$ cat src/rtl/associate_pkg.sv
// Shared fixed-point widths, saturation helper and FSM state type for the
// associate neuron.
package associate_pkg;

  localparam int WGTW = 16;
  localparam int FRAC = 8;
  localparam int ACCW = 64;

  localparam logic signed [ACCW-1:0] SAT_MAX = 64'sd32767;
  localparam logic signed [ACCW-1:0] SAT_MIN = -64'sd32768;

  typedef enum logic [1:0] {
    IDLE = 2'd0,
    RES  = 2'd1,
    FBK  = 2'd2
  } state_t;

  function automatic logic signed [WGTW-1:0] sat16(input logic signed [ACCW-1:0] v);
    logic signed [WGTW-1:0] r;
    if (v > SAT_MAX)      r = 16'sh7fff;
    else if (v < SAT_MIN) r = 16'sh8000;
    else                  r = v[WGTW-1:0];
    return r;
  endfunction

endpackage

$ cat src/rtl/associate_mac.sv
// Signed dot product of N element pairs, arithmetic right shift, offset add
// and saturation to 16 bits; purely combinational.
module associate_mac
  import associate_pkg::*;
#(
  parameter int N     = 2,
  parameter int AW    = 16,
  parameter int BW    = 9,
  parameter int SHIFT = FRAC
) (
  input  logic [N*AW-1:0]        a,
  input  logic [N*BW-1:0]        b,
  input  logic signed [WGTW-1:0] offset,
  output logic signed [WGTW-1:0] y
);

  localparam int PW = AW + BW;
  localparam int SW = PW + $clog2(N) + 1;

  logic signed [PW-1:0] prod [N];
  logic signed [SW-1:0] sum;

  genvar gi;
  generate
    for (gi = 0; gi < N; gi++) begin : g_prod
      assign prod[gi] = PW'($signed(a[gi*AW +: AW])) * PW'($signed(b[gi*BW +: BW]));
    end
  endgenerate

  always_comb begin
    sum = '0;
    for (int i = 0; i < N; i++) sum = sum + SW'(prod[i]);
  end

  // The shift happens on the full-precision sum, before the offset is added.
  assign y = sat16(ACCW'(sum >>> SHIFT) + ACCW'(offset));

endmodule

$ cat src/rtl/associate.sv
// Trainable single neuron: forward dot product plus bias, backward feedback
// through the weights, and an error-driven weight/bias update.
module associate
  import associate_pkg::*;
#(
  parameter int ARGN = 2,
  parameter int ARGW = 8,
  parameter int RESW = 16,
  parameter int ERRW = 16,
  parameter int FBKW = 16,
  parameter int RATE = 1,
  localparam int FBKN = ARGN
) (
  input  logic                   clk,
  input  logic                   rst,
  input  logic                   en,
  input  logic [ARGN*ARGW-1:0]   arg,
  input  logic                   arg_valid,
  output logic                   arg_ready,
  output logic [RESW-1:0]        res,
  output logic                   res_valid,
  input  logic                   res_ready,
  input  logic signed [ERRW-1:0] err,
  input  logic                   err_valid,
  output logic                   err_ready,
  output logic [FBKN*FBKW-1:0]   fbk,
  output logic                   fbk_valid,
  input  logic                   fbk_ready
);

  state_t state_reg, state_next;

  logic [ARGN*ARGW-1:0]     arg_reg;
  logic signed [WGTW-1:0]   weights [ARGN];
  logic signed [WGTW-1:0]   bias;
  logic signed [WGTW-1:0]   weights_next [ARGN];
  logic signed [WGTW-1:0]   bias_next;
  logic signed [WGTW-1:0]   fwd_y;
  logic signed [WGTW-1:0]   fbk_y [ARGN];
  logic signed [WGTW-1:0]   dlt_y [ARGN];
  logic [ARGN*WGTW-1:0]     wvec;
  logic [ARGN*(ARGW+1)-1:0] arg_ext;
  logic [ARGN*(ARGW+1)-1:0] lat_ext;
  logic [FBKN*FBKW-1:0]     fbk_next;
  logic                     arg_fire;
  logic                     err_fire;

  // Arguments are unsigned fractions, so each gets a zero sign bit.
  genvar gi;
  generate
    for (gi = 0; gi < ARGN; gi++) begin : g_elem
      assign wvec[gi*WGTW +: WGTW]           = weights[gi];
      assign arg_ext[gi*(ARGW+1) +: ARGW+1] = {1'b0, arg[gi*ARGW +: ARGW]};
      assign lat_ext[gi*(ARGW+1) +: ARGW+1] = {1'b0, arg_reg[gi*ARGW +: ARGW]};

      associate_mac #(.N(1), .AW(WGTW), .BW(ERRW), .SHIFT(FRAC)) u_fbk (
        .a(weights[gi]), .b(err), .offset('0), .y(fbk_y[gi])
      );

      associate_mac #(.N(1), .AW(ERRW), .BW(ARGW+1), .SHIFT(FRAC+RATE)) u_dlt (
        .a(err), .b(lat_ext[gi*(ARGW+1) +: ARGW+1]), .offset('0), .y(dlt_y[gi])
      );

      assign weights_next[gi]           = sat16(ACCW'(weights[gi]) + ACCW'(dlt_y[gi]));
      assign fbk_next[gi*FBKW +: FBKW]  = FBKW'(fbk_y[gi]);
    end
  endgenerate

  associate_mac #(.N(ARGN), .AW(WGTW), .BW(ARGW+1), .SHIFT(FRAC)) u_fwd (
    .a(wvec), .b(arg_ext), .offset(bias), .y(fwd_y)
  );

  assign bias_next = sat16(ACCW'(bias) + ACCW'(err >>> RATE));

  // Error wins over a simultaneous argument; the argument waits in IDLE.
  assign err_fire  = (state_reg == IDLE) && err_valid;
  assign arg_fire  = (state_reg == IDLE) && arg_valid && !err_valid;
  assign res_valid = (state_reg == RES);
  assign fbk_valid = (state_reg == FBK);

  always_ff @(posedge clk or posedge rst) begin
    if (rst) state_reg <= IDLE;
    else     state_reg <= state_next;
  end

  always_comb begin
    state_next = state_reg;
    arg_ready  = 1'b0;
    err_ready  = 1'b0;
    case (state_reg)
      IDLE: begin
        err_ready = 1'b1;
        arg_ready = !err_valid;
        if (err_valid)      state_next = FBK;
        else if (arg_valid) state_next = RES;
      end
      RES:     if (res_ready) state_next = IDLE;
      FBK:     if (fbk_ready) state_next = IDLE;
      default: state_next = IDLE;
    endcase
  end

  always_ff @(posedge clk or posedge rst) begin
    if (rst) begin
      arg_reg <= '0;
      bias    <= '0;
      res     <= '0;
      fbk     <= '0;
      for (int i = 0; i < ARGN; i++) weights[i] <= '0;
    end else begin
      if (arg_fire) begin
        arg_reg <= arg;
        res     <= RESW'(fwd_y);
      end
      if (err_fire) begin
        fbk <= fbk_next;
        if (en) begin
          bias <= bias_next;
          for (int i = 0; i < ARGN; i++) weights[i] <= weights_next[i];
        end
      end
    end
  end

endmodule

$ cat config.mk
export PLATFORM = sky130hd
export DESIGN_NAME = associate
export DESIGN_NICKNAME = d
export VERILOG_FILES = /design/src/rtl/associate_pkg.sv /design/src/rtl/associate_mac.sv /design/src/rtl/associate.sv
export SDC_FILE = /design/constraint.sdc
export NUM_CORES = 2
export LEC_CHECK = 0
export ABC_AREA = 1
export CAP_MARGIN = 30
export CELL_PAD_IN_SITES_DETAIL_PLACEMENT = 0
export CELL_PAD_IN_SITES_GLOBAL_PLACEMENT = 1
export CORE_MARGIN = 2
export CORE_UTILIZATION = 25
export DETAILED_ROUTE_END_ITERATION = 16
export GPL_TIMING_DRIVEN = 0
export PLACE_DENSITY = 0.51
export SLEW_MARGIN = 20
export SYNTH_ARGS = -nofsm -noshare
export SYNTH_HDL_FRONTEND = slang
export SYNTH_SLANG_ARGS = --single-unit
$ cat constraint.sdc
create_clock -name clk -period 18.6 [get_ports clk]
set_input_delay 4.65 -clock clk [delete_from_list [all_inputs] [get_ports clk]]
set_output_delay 4.65 -clock clk [all_outputs]
set_load 0.05 [all_outputs]
Yosys cells after proc, flatten, opt, wreduce, memory -nomap -nowiden
Cells that the tools add are included.
{ "totals": {"reg_bits": 114, "latch_bits": 0, "ramBits": 0, "romBits": 0, "inputBits": 39, "output_inout_bits": 52, "memories": 0} }
{ "op_classes": {"addsub": 5, "mul": 6, "div": 0, "magnitude_cmp": 16, "n_eq_ne": 5, "n_shift": 0, "mux": 23, "bitwise_logic": 0, "n_reduce_logical": 7} }
{ "op_table": {"columns": ["cell", "count"], "rows": [
  ["$mux W16", 16],
  ["$mul A16 B9 Y25", 4],
  ["$gt A64 B16 Y1 const B", 1],
  ["$lt A64 B16 Y1 const B", 1],
  ["$mul A16 B16 Y32", 2],
  ["$gt A17 B16 Y1 const B", 3],
  ["$lt A17 B16 Y1 const B", 3],
  ["$gt A24 B16 Y1 const B", 2],
  ["$lt A24 B16 Y1 const B", 2],
  ["$add A16 B16 Y17", 2],
  ["$gt A16 B16 Y1 const B", 2],
  ["$lt A16 B16 Y1 const B", 2],
  ["$add A25 B25 Y26", 1],
  ["$add A18 B16 Y19", 1],
  ["$add A16 B15 Y17", 1],
  ["$mux W2", 4],
  ["$pmux W2 S3", 1],
  ["$ne A2 B1 Y1 const B", 2],
  ["$logic_and A1 B1 Y1", 3],
  ["$ne A3 B3 Y1 const B", 1],
  ["$reduce_and A3 Y1", 1],
  ["$eq A2 B1 Y1 const B", 1],
  ["$eq A2 B2 Y1 const B", 1],
  ["$logic_not A2 Y1", 1],
  ["3 further kinds", 4]
]} }

Longest topological paths before layout
{ "depth": {"depth_word": 8, "ltp_mapped": 38, "depth_no_buf": 35} }

Cells and area by module
Synthesis repeated with hierarchy kept, for this count alone.
{ "hier_totals": {"cells_unflattened": 7826, "area_unflattened_um2": 56599.3} }
{ "modules_own_cells": {"columns": ["module", "n_inst", "cells_each", "area_per_inst_um2"], "rows": [
  ["associate_mac (g_elem[0].u_fbk)", 1, 1736, 12283.0],
  ["associate_mac (g_elem[1].u_fbk)", 1, 1692, 12161.7],
  ["associate_mac (u_fwd)", 1, 1568, 12016.5],
  ["associate", 1, 1051, 7683.6],
  ["associate_mac (g_elem[1].u_dlt)", 1, 915, 6302.3],
  ["associate_mac (g_elem[0].u_dlt)", 1, 864, 6152.2]
]} }

Worst setup path before layout
Ideal clock, no wire load.
{ "synth_path": {"path_kind": "input to register", "from": "input port arg[3]", "to": "register res[10]", "arrival_time_ps": 11337, "required_ps": 18476, "setup_slack_ps": 7139, "path_stages": 32, "n_path_buf": 3, "cell_sequence": "clkbuf_1 > clkbuf_1 > nand2_1 > fa_1 > fa_1 > fa_1 > inv_1 > fa_1 > fa_1 > inv_1 > fa_1 > inv_1 > ha_1 > nand2_1 > nor4_1 > a21oi_1 > o21ai_0 > nand2_1 > nand2_1 > a21oi_1 > xor2_1 > ha_1 > nand2_1 > nor3_1 > nand4_1 > nand3_1 > xor2_1 > nor2_1 > nand2_1 > a21oi_1 > buf_2 > a21boi_1"} }
{ "synth_via": {"elab_chain_cells": 6} }
{ "synth_lines": {"columns": ["element", "line_no", "source"], "rows": [
  ["start: declaration", "associate.sv:17", "input logic [ARGN*ARGW-1:0] arg,"],
  ["$mul A16 B9 Y25 *", "associate_mac.sv:26", "assign prod[gi] = PW'($signed(a[gi*AW +: AW])) * PW'($signed(b[gi*BW +: BW]));"],
  ["$add A25 B25 Y26 *", "associate_mac.sv:32", "for (int i = 0; i < N; i++) sum = sum + SW'(prod[i]);"],
  ["$add A18 B16 Y19 *", "associate_mac.sv:36", "assign y = sat16(ACCW'(sum >>> SHIFT) + ACCW'(offset));"],
  ["$lt A64 B16 Y1", "associate_pkg.sv:21", "else if (v < SAT_MIN) r = 16'sh8000;"],
  ["$mux W16", "associate_pkg.sv:21", null],
  ["$mux W16 *", "associate_pkg.sv:20", "if (v > SAT_MAX) r = 16'sh7fff;"],
  ["end signal: assignment", "associate.sv:113", "res <= RESW'(fwd_y);"],
  ["end: declaration", "associate.sv:20", "output logic [RESW-1:0] res,"]
]} }
Every way passes the cells marked *; elsewhere a longest branch is shown, timed or not.
A chain may end at the register's enable or synchronous reset.

Final worst setup path
{ "layout_path": {"from": "input port arg[4]", "to": "register res[2]"} }
The elaborated chain is that of the path after synthesis.

==> flow_summary.ini <==
[yosys]
avgSynthCellArea_um2 = 7.58
yosysTopAreaCellShare_pct = 41.2
yosysWarnings = 0
yosysTopAreaCell = fa_1
synth-edff-count = 0
synth_area_leaders = fa_1, inv_1, nand2_1, ha_1, dfrtp_1
synth_area_um2 = 47400
synthArstFlopShare_pct = 100
syn-num-nets = 7673
ys_types = 52
synth-seq-cells = 114
ys_seq_area_share_pct = 6.01
synthCells = 6255
ys.flop_type = dfrtp_1

[sta]
worst_slack_ns = 5.26
fin_setup_tns_ns = 0
hold_violations = 0
finalCriticalPeriod_ns = 13.34
finalSetupViolations = 0
period_share_pct = 71.7
rsz0062_at_grt = no
fmax_mhz = 74.9
slew_violations = 0
fin_skew_ns = 0.0261
worst_pin_slew_ns = 1.04
slew-limit-headroom_pct = 30.5

[worst_hold_path]
min_path_cells = 2
hold_path_class = reg -> reg
min_from = fbk[18]$_DFFE_PP0P_

[worst_setup_path]
cp-startpoint = arg[4]
cpPeakStageDelay_ns = 0.66
worstPathRequired_ns = 19.05
cp.arrival_ns = 13.79
crit_end = res[2]$_DFFE_PP0P_
crit_path_start_kind = primary input
critPathMostFrequentCell = fa_1
reg2regPathDepth = 31
cp_max_fo = 10
critPathKind = in -> reg
rr_startpoint = weights[7]$_DFFE_PP0P_
reg2reg_to = res[2]$_DFFE_PP0P_
critPathSlowestCell = clkbuf_1
end_kind = flip-flop
reg2reg_slack_ns = 9.03

[grt]
grt_remaining_overflow = 0
grt_pass1_vias = 42421
grt.total_usage_pct = 20.5
use_met3_pct = 2.76
met1_usage_pct = 28.7
gr-max-usage-layer = met2
grt_first_pass_wirelength_mm = 286
grt_max_degree = 73
grtUsageMet2_pct = 33.4
antenna_found_initial = 28

[final_layout]
final_common_cell = inv_1
final_cell_count_no_fill = 8892
mostFrequentLayoutCells = inv_1, nand2_1, fa_1
area_delta_synth_final_pct = 11.2
largestRegisters = fbk: 32 flops, weights: 32 flops
fin_area_um2 = 52700
nets = 7800
drive_above_1_share_pct = 3.10

[detailed_routing]
drtIter0Drc = 2327
drc = 0
viasPerCell = 4.35
routed_wl_mm = 190
wire_per_inst_um = 21.4
drt-pass1-iter-count = 5
dr_total_vias = 38713
antenna_left = 0

[placement]
place_inst = 8855
portBuffers = 73
place_ws_ns = 4.67
gp_congestion = 0.885
place_area_um2 = 52100
dp_hpwl_mm = 162

[clock_network]
clk_pin_slew_worst_paths_ns = 0.07
cts_setup_buffers = 0
root_buffer = clkbuf_16
cts_buffers = 17
cts_buffer_depth = 2
holdBufCountCts = 0
clkLatencyLatePin_ns = 0.58
cts_tree = yes
htreeDepth = 4
cts-resized-gates = 0
cts.sinks = 114

[run_status]
outcome = complete, no violations

[run]
max_cap_violations = 0

[die]
io_pins = 91
dieArea_um2 = 193000
start_util_pct = 25.2
die_y_um = 440
dieWidth_um = 440
rows = 159
core_area_um2 = 188000
critical path: cells and delay by family:
family | cells | cell delay (ns)
AOI/OAI and AO/OA | 6 | 1.46
xor gates and xnor gates | 2 | 0.50
adders and majority gates | 8 | 3.79
buffers and inverters | 7 | 1.87
and+or+nand+nor | 8 | 1.46
worst min-delay path by stage:
stage / to / slack [ns]
global placement: fbk[29]$_DFFE_PP0P_ / 0.47
detailed placement: fbk[25]$_DFFE_PP0P_ / 0.47
floorplan: bias[0]$_DFFE_PP0P_ / 0.48
finish: fbk[18]$_DFFE_PP0P_ / 0.48
global route: fbk[22]$_DFFE_PP0P_ / 0.51
CTS: fbk[22]$_DFFE_PP0P_ / 0.49
cells in the mapped netlist (3+ instances only):
master and n:
inv_1 1817, nand2_1 1688, fa_1 976, ha_1 403, nor2_1 241, a21oi_1 227, clkbuf_1 195, dfrtp_1 114
xor2_1 101, nand3_1 84, o21ai_0 75, xnor2_1 74, nor3_1 28, buf_1 24, nand4_1 21, nand2_2 19
or2_2 18, a21o_1 13, buf_2 13, o22a_1 11, a21boi_1 10, a21oi_2 10, o21a_1 10, a21boi_0 8
o21bai_1 7, a31oi_1 6, buf_4 6, o31ai_1 6, and3_1 5, o211ai_1 5, nand3b_1 4, nor2_2 4
nor4_1 4, a211oi_1 3
per-layer routing:
metal	routed length, um	part of all wire (%)
met1	89400	47
met2	87300	46
met3	8720	4.6
met4	4650	2.4
met5	35	0.018
cells by family (layout without fill, tap and decap cells):
kind of cell,Yosys count,count (layout),share of synthesized area [%]
buffers and inverters,2059,2199,16.4
other,0,2,0
and+or+nand+nor,2118,2118,17.5
DFF,114,114,6.01
AOI/OAI and AO/OA,409,409,5.00
xor gates and xnor gates,176,176,3.27
adders and majority gates,1379,1379,51.8
through the flow:
step,util (%),hold slack [ns]
after floorplan,-,0.481
after global placement,27.3,0.465
after detailed placement,27.7,0.471
after CTS,28.0,0.487
after global routing,28.0,0.508
final,28.0,0.483
cell type report:
type	count	area [um^2]
diodes	2	5.00
plain buffers	241	1020
clock buffers	18	439
clock inverters	14	170
fillers	21009	135000
inverters	1818	6830
multi-input cells	4082	36800
flip-flops and latches	114	2850
well taps	2495	3120
repair buffers	108	1490
Power is left out: the tool's default activity adds up to more than one toggle a clock period on the data nets, which glitch-free logic cannot reach.
